===== src/rtl/store_drain_queue_pkg.sv =====
// Shared types for the store drain queue: store width modes, queue entry layout
// and drain FSM states.
package store_drain_queue_pkg;

  typedef logic bool;

  typedef enum logic [1:0] {
    MODE_SB = 2'd0,
    MODE_SH = 2'd1,
    MODE_SW = 2'd2
  } ldst_mode_t;

  // Entries hold the word address plus already lane-shifted data and strobes
  typedef struct packed {
    logic [31:2] addr;
    logic [31:0] data;
    logic [3:0]  strb;
  } sq_entry_t;

  typedef enum logic {
    D_IDLE,
    D_REQ
  } drain_state_t;

endpackage


===== src/rtl/store_drain_queue_if.sv =====
// Data-memory write port used by the store drain queue (master) and the
// memory side (slave).
interface store_drain_queue_if;
  logic        mem_req;
  logic [31:0] mem_addr;
  logic [31:0] mem_wdata;
  logic [3:0]  mem_wstrb;
  logic        mem_ack;

  modport master (output mem_req, mem_addr, mem_wdata, mem_wstrb, input mem_ack);
  modport slave  (input mem_req, mem_addr, mem_wdata, mem_wstrb, output mem_ack);
endinterface


===== src/rtl/store_drain_queue_lane_align.sv =====
// Combinational store-width to byte-lane converter: produces strobes,
// replicated data and a misalignment flag from mode and low address bits.
module sq_lane_align import store_drain_queue_pkg::*; (
  input  ldst_mode_t  mode,
  input  logic [1:0]  addr_lo,
  input  logic [31:0] data_in,
  output logic [3:0]  strb,
  output logic [31:0] data_out,
  output bool         misaligned
);

  always_comb begin
    strb       = 4'b1111;
    data_out   = data_in;
    misaligned = 1'b0;
    case (mode)
      MODE_SB: begin
        strb     = 4'b0001 << addr_lo;
        data_out = {4{data_in[7:0]}};
      end
      MODE_SH: begin
        // Odd halfword addresses are flagged but still placed in the aligned half
        strb       = 4'b0011 << {addr_lo[1], 1'b0};
        data_out   = {2{data_in[15:0]}};
        misaligned = addr_lo[0];
      end
      MODE_SW: misaligned = (addr_lo != 2'b00);
      default: ;
    endcase
  end

endmodule


===== src/rtl/store_drain_queue.sv =====
// In-order committed-store FIFO draining to data memory over req/ack.
// Optional store-to-load forwarding lookup is enabled by defining STORE_FWD_EN.
module store_drain_queue import store_drain_queue_pkg::*; #(
  parameter int SQ_DEPTH = 4
) (
  input  logic                 clk,
  input  logic                 rst_n,
  input  bool                  store_enable,
  input  ldst_mode_t           store_mode,
  input  logic [31:0]          store_addr,
  input  logic [31:0]          store_data,
  output bool                  sq_full,
  output bool                  sq_empty,
  output bool                  sq_err,
`ifdef STORE_FWD_EN
  input  logic [31:0]          ld_addr,
  output bool                  fwd_hit,
  output logic [31:0]          fwd_data,
  output bool                  fwd_block,
`endif
  store_drain_queue_if.master  mem
);

  localparam int PTR_W = $clog2(SQ_DEPTH);
  localparam int CNT_W = PTR_W + 1;

  drain_state_t      state_reg, state_next;
  logic [PTR_W-1:0]  head_reg, head_next, tail_reg, tail_next, head_inc;
  logic [CNT_W-1:0]  count_reg, count_next;
  sq_entry_t         out_reg, out_next;
  logic              err_reg, err_next;
  sq_entry_t         entry_mem [SQ_DEPTH];

  logic [3:0]        al_strb;
  logic [31:0]       al_data;
  bool               al_mis;
  bool               enq, deq;

  sq_lane_align u_align (
    .mode       (store_mode),
    .addr_lo    (store_addr[1:0]),
    .data_in    (store_data),
    .strb       (al_strb),
    .data_out   (al_data),
    .misaligned (al_mis)
  );

  assign sq_full  = (count_reg == CNT_W'(SQ_DEPTH));
  assign sq_empty = (count_reg == '0);
  assign sq_err   = err_reg;
  // Fullness uses the registered count only, so an ack never frees a slot early
  assign enq      = store_enable && !sq_full;
  assign deq      = (state_reg == D_REQ) && mem.mem_ack;
  assign head_inc = head_reg + PTR_W'(1);

  assign mem.mem_req   = (state_reg == D_REQ);
  assign mem.mem_addr  = {out_reg.addr, 2'b00};
  assign mem.mem_wdata = out_reg.data;
  assign mem.mem_wstrb = out_reg.strb;

  always_ff @(posedge clk) begin
    if (enq) begin
      entry_mem[tail_reg] <= '{addr: store_addr[31:2], data: al_data, strb: al_strb};
    end
  end

  always_comb begin
    state_next = state_reg;
    head_next  = head_reg;
    tail_next  = tail_reg;
    out_next   = out_reg;
    err_next   = err_reg | (store_enable & (sq_full | al_mis));
    count_next = count_reg + CNT_W'(enq) - CNT_W'(deq);
    if (enq) tail_next = tail_reg + PTR_W'(1);
    case (state_reg)
      D_IDLE: begin
        if (count_reg != '0) begin
          out_next   = entry_mem[head_reg];
          state_next = D_REQ;
        end
      end
      D_REQ: begin
        if (mem.mem_ack) begin
          head_next = head_inc;
          if (count_reg > CNT_W'(1)) out_next = entry_mem[head_inc];
          else                       state_next = D_IDLE;
        end
      end
      default: state_next = D_IDLE;
    endcase
  end

  always_ff @(posedge clk or negedge rst_n) begin
    if (!rst_n) begin
      state_reg <= D_IDLE;
      head_reg  <= '0;
      tail_reg  <= '0;
      count_reg <= '0;
      out_reg   <= '0;
      err_reg   <= 1'b0;
    end else begin
      state_reg <= state_next;
      head_reg  <= head_next;
      tail_reg  <= tail_next;
      count_reg <= count_next;
      out_reg   <= out_next;
      err_reg   <= err_next;
    end
  end

`ifdef STORE_FWD_EN
  // match indexed by age offset from head; the highest matching offset is youngest
  logic [SQ_DEPTH-1:0] fwd_match;
  logic [1:0]          unused_ld;
  assign unused_ld = ld_addr[1:0];

  for (genvar gi = 0; gi < SQ_DEPTH; gi++) begin : g_fwd
    assign fwd_match[gi] = (CNT_W'(gi) < count_reg) &&
                           (entry_mem[head_reg + PTR_W'(gi)].addr == ld_addr[31:2]);
  end

  always_comb begin
    fwd_hit   = 1'b0;
    fwd_block = 1'b0;
    fwd_data  = '0;
    for (int i = 0; i < SQ_DEPTH; i++) begin
      if (fwd_match[i]) begin
        fwd_hit   = (entry_mem[head_reg + PTR_W'(i)].strb == 4'b1111);
        fwd_block = !fwd_hit;
        fwd_data  = fwd_hit ? entry_mem[head_reg + PTR_W'(i)].data : '0;
      end
    end
  end
`endif

endmodule


===== src/flat_wrapper.sv =====
// flat-port wrapper written by rule: the top's interface ports become plain ports
module store_drain_queue_flat import store_drain_queue_pkg::*;
#(
  parameter int SQ_DEPTH = 4
)
  (clk, rst_n, store_enable, store_mode, store_addr, store_data, sq_full, sq_empty, sq_err, mem_mem_req, mem_mem_addr, mem_mem_wdata, mem_mem_wstrb, mem_mem_ack);
  store_drain_queue_if mem_i ();
  input  logic clk;
  input  logic rst_n;
  input  bool store_enable;
  input  ldst_mode_t store_mode;
  input  logic [31:0] store_addr;
  input  logic [31:0] store_data;
  output bool sq_full;
  output bool sq_empty;
  output bool sq_err;
  output wire logic [$bits(mem_i.mem_req)-1:0] mem_mem_req;
  output wire logic [$bits(mem_i.mem_addr)-1:0] mem_mem_addr;
  output wire logic [$bits(mem_i.mem_wdata)-1:0] mem_mem_wdata;
  output wire logic [$bits(mem_i.mem_wstrb)-1:0] mem_mem_wstrb;
  input wire logic [$bits(mem_i.mem_ack)-1:0] mem_mem_ack;
  assign mem_mem_req = mem_i.mem_req;
  assign mem_mem_addr = mem_i.mem_addr;
  assign mem_mem_wdata = mem_i.mem_wdata;
  assign mem_mem_wstrb = mem_i.mem_wstrb;
  assign mem_i.mem_ack = mem_mem_ack;
  store_drain_queue #(.SQ_DEPTH(SQ_DEPTH)) u_core (.clk(clk), .rst_n(rst_n), .store_enable(store_enable), .store_mode(store_mode), .store_addr(store_addr), .store_data(store_data), .sq_full(sq_full), .sq_empty(sq_empty), .sq_err(sq_err), .mem(mem_i));
endmodule

===== config.mk =====
export PLATFORM = sky130hd
export DESIGN_NAME = store_drain_queue_flat
export DESIGN_NICKNAME = d
export VERILOG_FILES = /design/src/rtl/store_drain_queue_pkg.sv /design/src/rtl/store_drain_queue_if.sv /design/src/rtl/store_drain_queue_lane_align.sv /design/src/rtl/store_drain_queue.sv /design/src/flat_wrapper.sv
export SDC_FILE = /design/constraint.sdc
export NUM_CORES = 1
export LEC_CHECK = 0
export CORE_MARGIN = 3
export CORE_UTILIZATION = 45
export DETAILED_ROUTE_END_ITERATION = 10
export SLEW_MARGIN = 30
export SYNTH_ARGS = -nofsm -noshare
export SYNTH_HDL_FRONTEND = slang
export SYNTH_SLANG_ARGS = --single-unit

===== constraint.sdc =====
create_clock -name clk -period 8.27 [get_ports clk]
set_input_delay 1.654 -clock clk [delete_from_list [all_inputs] [get_ports clk]]
set_output_delay 1.654 -clock clk [all_outputs]
set_load 0.02 [all_outputs]

Yosys cells after proc, flatten, opt, wreduce, memory -nomap -nowiden
Memory sizes are Yosys's and may differ from the RTL's.
Cells that the tools add are included.
W data, S select, Z words.
Storage, ports and cells
  latch bits: 0
  word-level logic and storage cells: 48
  bits in writable memories: 264
  memories: 1
  register bits: 75
  bits of input ports: 70
  ROM bits: 0
Memory list
  u_core.entry_mem: depth 4, width 66, rd ports 2, clocked after memory_dff 0, write ports 1, RTL line store_drain_queue.sv:32  | sq_entry_t entry_mem [SQ_DEPTH];
Operators by class
  reductions and logical operators: 9
  div/mod/pow operators: 0
  eq/ne operators: 6
  order comparisons: 1
  $mul: 0
  bitwise logic cells: 4
  shift-type cells: 2
  muxes and demuxes: 13
  add/sub/neg operators: 4
Operators with widths (number)
  $mux W66: 3
  $pmux W66 S2: 1
  $pmux W32 S2: 1
  $pmux W4 S2: 1
  $mux W1: 5
  $add A2 B1 Y2 const B: 2
  $ne A2 B2 Y1 const B: 2
  $pmux W1 S2: 2
  $shl A1 B2 Y4 const A: 1
  $shl A2 B2 Y4 const A: 1
  $add A3 B1 Y3: 1
  $eq A3 B3 Y1 const B: 1
  $gt A3 B1 Y1 const B: 1
  $logic_not A3 Y1: 1
  $reduce_and A3 Y1: 1
  $reduce_bool A3 Y1: 1
  $sub A3 B1 Y3: 1
  $eq A2 B1 Y1 const B: 1
  $eq A2 B2 Y1 const B: 1
  $logic_and A1 B1 Y1: 2
  $logic_not A2 Y1: 1
  $ne A2 B1 Y1 const B: 1
  $or A1 B1 Y1: 2
  $reduce_and A2 Y1: 1
  other kinds (4): 4

Depth between registers and ports, before layout
  depth after elaboration: 5
  gate-level depth with buffers: 8
  mapped depth without buffers: 6

Cells and area by module
From an unflattened synthesis, not the netlist that was laid out.
Second synthesis, totals
  cells, all modules: 1038
  area total of the unflattened synthesis: 14971.9 sq um
By module, submodules not included
  store_drain_queue: seq. area each 9804.4 sq um, cells an instance 940, area each 14432.6 sq um, times used 1
  sq_lane_align: seq. area each 0.0 sq um, cells an instance 98, area each 539.3 sq um, times used 1

Worst setup path before layout
Ideal clock, no wire load.
  path type: input -> register
  start point: in store_enable
  end point: mem u_core.entry_mem[0][0] (netlist bit), enable pin
  required time: 7.839 ns
  stages on the path: 3
  slack: 4.265 ns
  buffers on the path: 1
  arrival: 3.574 ns
  path through: nor2b_1 clkbuf_1 and2_1
On the way
  cells in the longest elaborated chain, start to end: 3
RTL lines
  from (decl): RTL line flat_wrapper.sv:10  | input bool store_enable;
  $logic_and A1 B1 Y1: RTL line store_drain_queue.sv:52  | assign enq = store_enable && !sq_full;
  named net u_core.enq: RTL line store_drain_queue.sv:37  | bool enq, deq;
  $mux W1: RTL line store_drain_queue.sv:62  | if (enq) begin
  $mux W1 (not written as such): RTL line store_drain_queue.sv:63  | entry_mem[tail_reg] <= '{addr: store_addr[31:2], data: al_data, strb: al_strb};
  to (decl): RTL line store_drain_queue.sv:32
The timed path passes the listed nets, and every way through them passes these cells.

Worst setup path in the final report
  start point: in store_enable
  end point: mem u_core.entry_mem[1][24] (netlist bit), enable pin
On the way
  cells in the longest elaborated chain, start to end: 3
RTL lines (RTL line)
  $logic_and A1 B1 Y1: store_drain_queue.sv:52
  $mux W1: store_drain_queue.sv:62
  $mux W1 (not written as such): store_drain_queue.sv:63
Every way passes these cells.

==> summary.md <==
| Metric | Value |
|---|---|
| Die Span X | `191.3 um` |
| Via/cell ratio | `5.805` |
| Logic pwr share | `41.4%` |
| Max FO, Critical Path | `35` |
| Cells after Synth | `977` |
| Synth warn | `0` |
| Register area share after synthesis | `63.49%` |
| Pwr dens | `401.2 mW/mm2` |
| Pre-CTS setup slack | `4.064 ns` |
| Arrival @ worst endpoint | `3.79 ns` |
| Final antenna-violating net count | `0` |
| # H-tree levels | `2` |
| Library cells used by synthesis | `32` |
| WP buf/inv | `2` |
| Max-Cap Viols | `0` |
| Worst VDD drop | `0.0004508 V` |
| CTS tree | `yes` |
| Starting Density | `45.83%` |
| Final Cell Area | `0.01845 mm2` |
| Ant. Diodes | `0` |
| Via count | `9143` |
| Area occupied by registers | `0.009812 mm2` |
| CTS buffer count | `38` |
| Drt pass-1 iters | `5` |
| Die area | `0.03658 mm2` |
| IO Pins | `142` |
| Hold_buf cts | `0` |
| Crit start category | `input port` |
| Final cell count without fillers | `1575` |
| Clock network power share | `22.5%` |
| Clk pin slew, worst setup/hold paths | `0.06 ns` |
| Row cnt | `67` |
| Max-Slew Margin vs Limit | `34.12%` |
| Slowest cell on crit path | `and2_4` |
| Vias in the first global route | `9638` |
| CP delay by family, top | `simple AND/OR/NAND/NOR gates` |
| # port buffers | `139` |
| Largest register by flop count | `u_core.entry_mem` |
| Status | `finished, final reports clean` |
| First-pass GRT wire length | `55480 um` |
| Pint | `4.876 mW` |
| Share of layout cells above drive strength 1 | `25.73%` |
| Sw frac | `34.14%` |
| Clock Skew | `0.01473 ns` |
| Period Utilization, post-route | `44.12%` |
| HP Class | `flop to flop` |
| Post-Place Cells | `1504` |
| Final global-route overflow total | `0` |
| Final WL | `36470 um` |
| CTS sink count | `339` |
| Critical-path cell list | `clkdlybuf4s50_1 -> nor2b_1 -> and2_4 -> buf_4` |
| Die height | `191.3 um` |
| Final #Nets | `1178` |
| GPL Wtd Cong | `0.7296` |
| Average size of a mapped cell | `15.81 um2` |
| Setup TNS | `0 ns` |
| CTS max path bufs | `3` |
| Synthesized area | `0.01544 mm2` |
| Final hold viol count | `0` |
| Cell Area, Placed | `0.01716 mm2` |
| Setup ws final | `4.621 ns` |
| Routed len/inst | `23.15 um` |
| All-layer global routing usage | `19.83%` |
| Critical path data required time | `8.41 ns` |
| Post-CTS Setup Bufs | `0` |
| DRC violations left | `0` |
| Area Overhead vs Synth | `19.48%` |
| Final Critical Period | `3.649 ns` |
| Fillers | `2698` |
| CTS resizes | `0` |
| Worst hold slack | `0.4686 ns` |
| Critical path endpoint category | `flop` |
| Initial antenna violation count | `0` |
| Switch Pwr | `2.527 mW` |
| Sequential share of power | `36.1%` |
| LEAKAGE | `6.620 nW` |
| Worst Tran Pin Value | `0.9882 ns` |
| Kind of critical path | `input port to flop` |
| Core box area | `0.03370 mm2` |
| Root Buffer | `clkbuf_16` |
| Largest net degree at the start of global routing | `73` |
| Multi-input logic area | `0.005259 mm2` |
| CP max stage delay | `0.60 ns` |
| Max-slew violations | `0` |
| FMAX | `274.0 MHz` |
| Final setup viols | `0` |
| Worst-Skew Late Latency | `0.51 ns` |
| Dpl hpwl | `21130 um` |
| #FFs+latches synth | `339` |
| 1st-iter DRT viols | `552` |
| RSZ-0062 raised after global routing | `false` |
| Max reg flops | `264` |
## worst paths after layout
| check | slack [ns] | startpoint | cells after the start | endpoint |
|---|---|---|---|---|
| setup / recovery | 4.62 | store_enable | 4 | u_core.entry_mem[1][24] |
| hold / removal | 0.47 | u_core.sq_err | 1 | u_core.sq_err |
| setup reg to reg | 4.83 | u_core.head_reg[1] | 4 | u_core.mem.mem_wdata[24] |
| hold reg to reg | 0.47 | u_core.sq_err | 1 | u_core.sq_err |
| max in group asynchronous | 6.09 | rst_n | 2 | u_core.head_reg[1] |
| min in group asynchronous | 1.15 | rst_n | 1 | u_core.mem.mem_wdata[6] |
## final cells by class
type / instances / area share (%)
clock buffers: 56 / 6.028
clock inverters: 14 / 0.7730
inverters: 10 / 0.2034
multi-input cells: 554 / 28.50
flip-flops and latches: 339 / 53.17
well taps: 448 / 3.038
repair buffers: 154 / 8.286
## worst reg2reg max path, cell delays in order (launching register included)
cell and delay (ns):
dfrtp_4 1.06, nor2b_4 0.97, buf_4 0.65, a221oi_1 0.29
mux2_2 0.35
## routing by layer
layer,vias to the layer above,track usage (%),share of wire (%)
li1,4161,-,-
met5,-,0,0
met1,4753,25.93,44
met2,176,34.67,50
met3,53,2.787,3.4
met4,0,5.504,2.0
## kinds of logic (layout without fill, tap and decap cells)
kind of cell	after synthesis	in the layout	share of synthesized area, %
multiplexers	340	340	23.72
buffers and inverters	85	234	2.730
AO/OA/AOI/OAI	158	158	7.680
AND/OR/NAND/NOR	39	39	1.191
other	1	2	0.02428
XOR/XNOR	4	4	0.2269
adder cells (fa/ha/maj)	11	11	0.9398
flip-flops	339	339	63.49
## through the flow
stage	utilization, %	power [mW]
4_1_cts	54.65	7.486
5_1_grt	54.76	7.821
3_5_place_dp	50.93	5.811
2_1_floorplan	-	4.817
6_report	54.76	7.403
3_3_place_gp	50.93	5.747
## power by group through the flow
stage | registers (mW) | clock network [mW] | logic, mW
final | 2.68 | 1.66 | 3.06
after global placement | 2.69 | 0 | 3.05
after global routing | 2.73 | 1.77 | 3.32
after detailed placement | 2.71 | 0 | 3.10
after CTS | 2.67 | 1.70 | 3.11
after floorplan | 2.76 | 0 | 2.06
## synthesized netlist by cell type, drive strengths merged
cell type,count,share of area (%)
ha,10,0.81
conb,1,0.024
xor2,1,0.057
o21ai,2,0.065
nand2,19,0.46
a22o,8,0.45
inv,10,0.24
nor2,6,0.15
fa,1,0.13
nor4,1,0.041
mux2,208,15
edfxtp,264,51
dfrtp,75,12
o2bb2ai,1,0.057
clkbuf,15,0.36
xnor2,3,0.17
nor2b,3,0.12
mux2i,132,8.6
a221oi,66,3.7
nand2b,3,0.12
o22ai,70,2.8
buf,60,2.1
a21boi,1,0.049
a21oi,2,0.089
a22oi,8,0.39
and2,5,0.20
nor3,2,0.097
## cell usage in the layout, fill, tap and decap left out, types with 4 or more instances in the layout
master / netlist / layout
ha_1: 10 / 10
mux2i_1: 132 / 132
o22ai_1: 70 / 70
clkinv_1: 0 / 4
nand2_1: 19 / 18
a221oi_1: 66 / 66
clkbuf_16: 0 / 41
mux2_2: 208 / 208
clkdlybuf4s50_1: 0 / 138
edfxtp_1: 264 / 264
inv_1: 10 / 10
clkbuf_1: 15 / 12
a22oi_1: 8 / 8
a22o_1: 8 / 8
buf_4: 11 / 13
nor2_1: 6 / 5
clkinv_2: 0 / 6
and2_4: 0 / 4
dfrtp_1: 75 / 73
(Power assumes the default switching activity.)
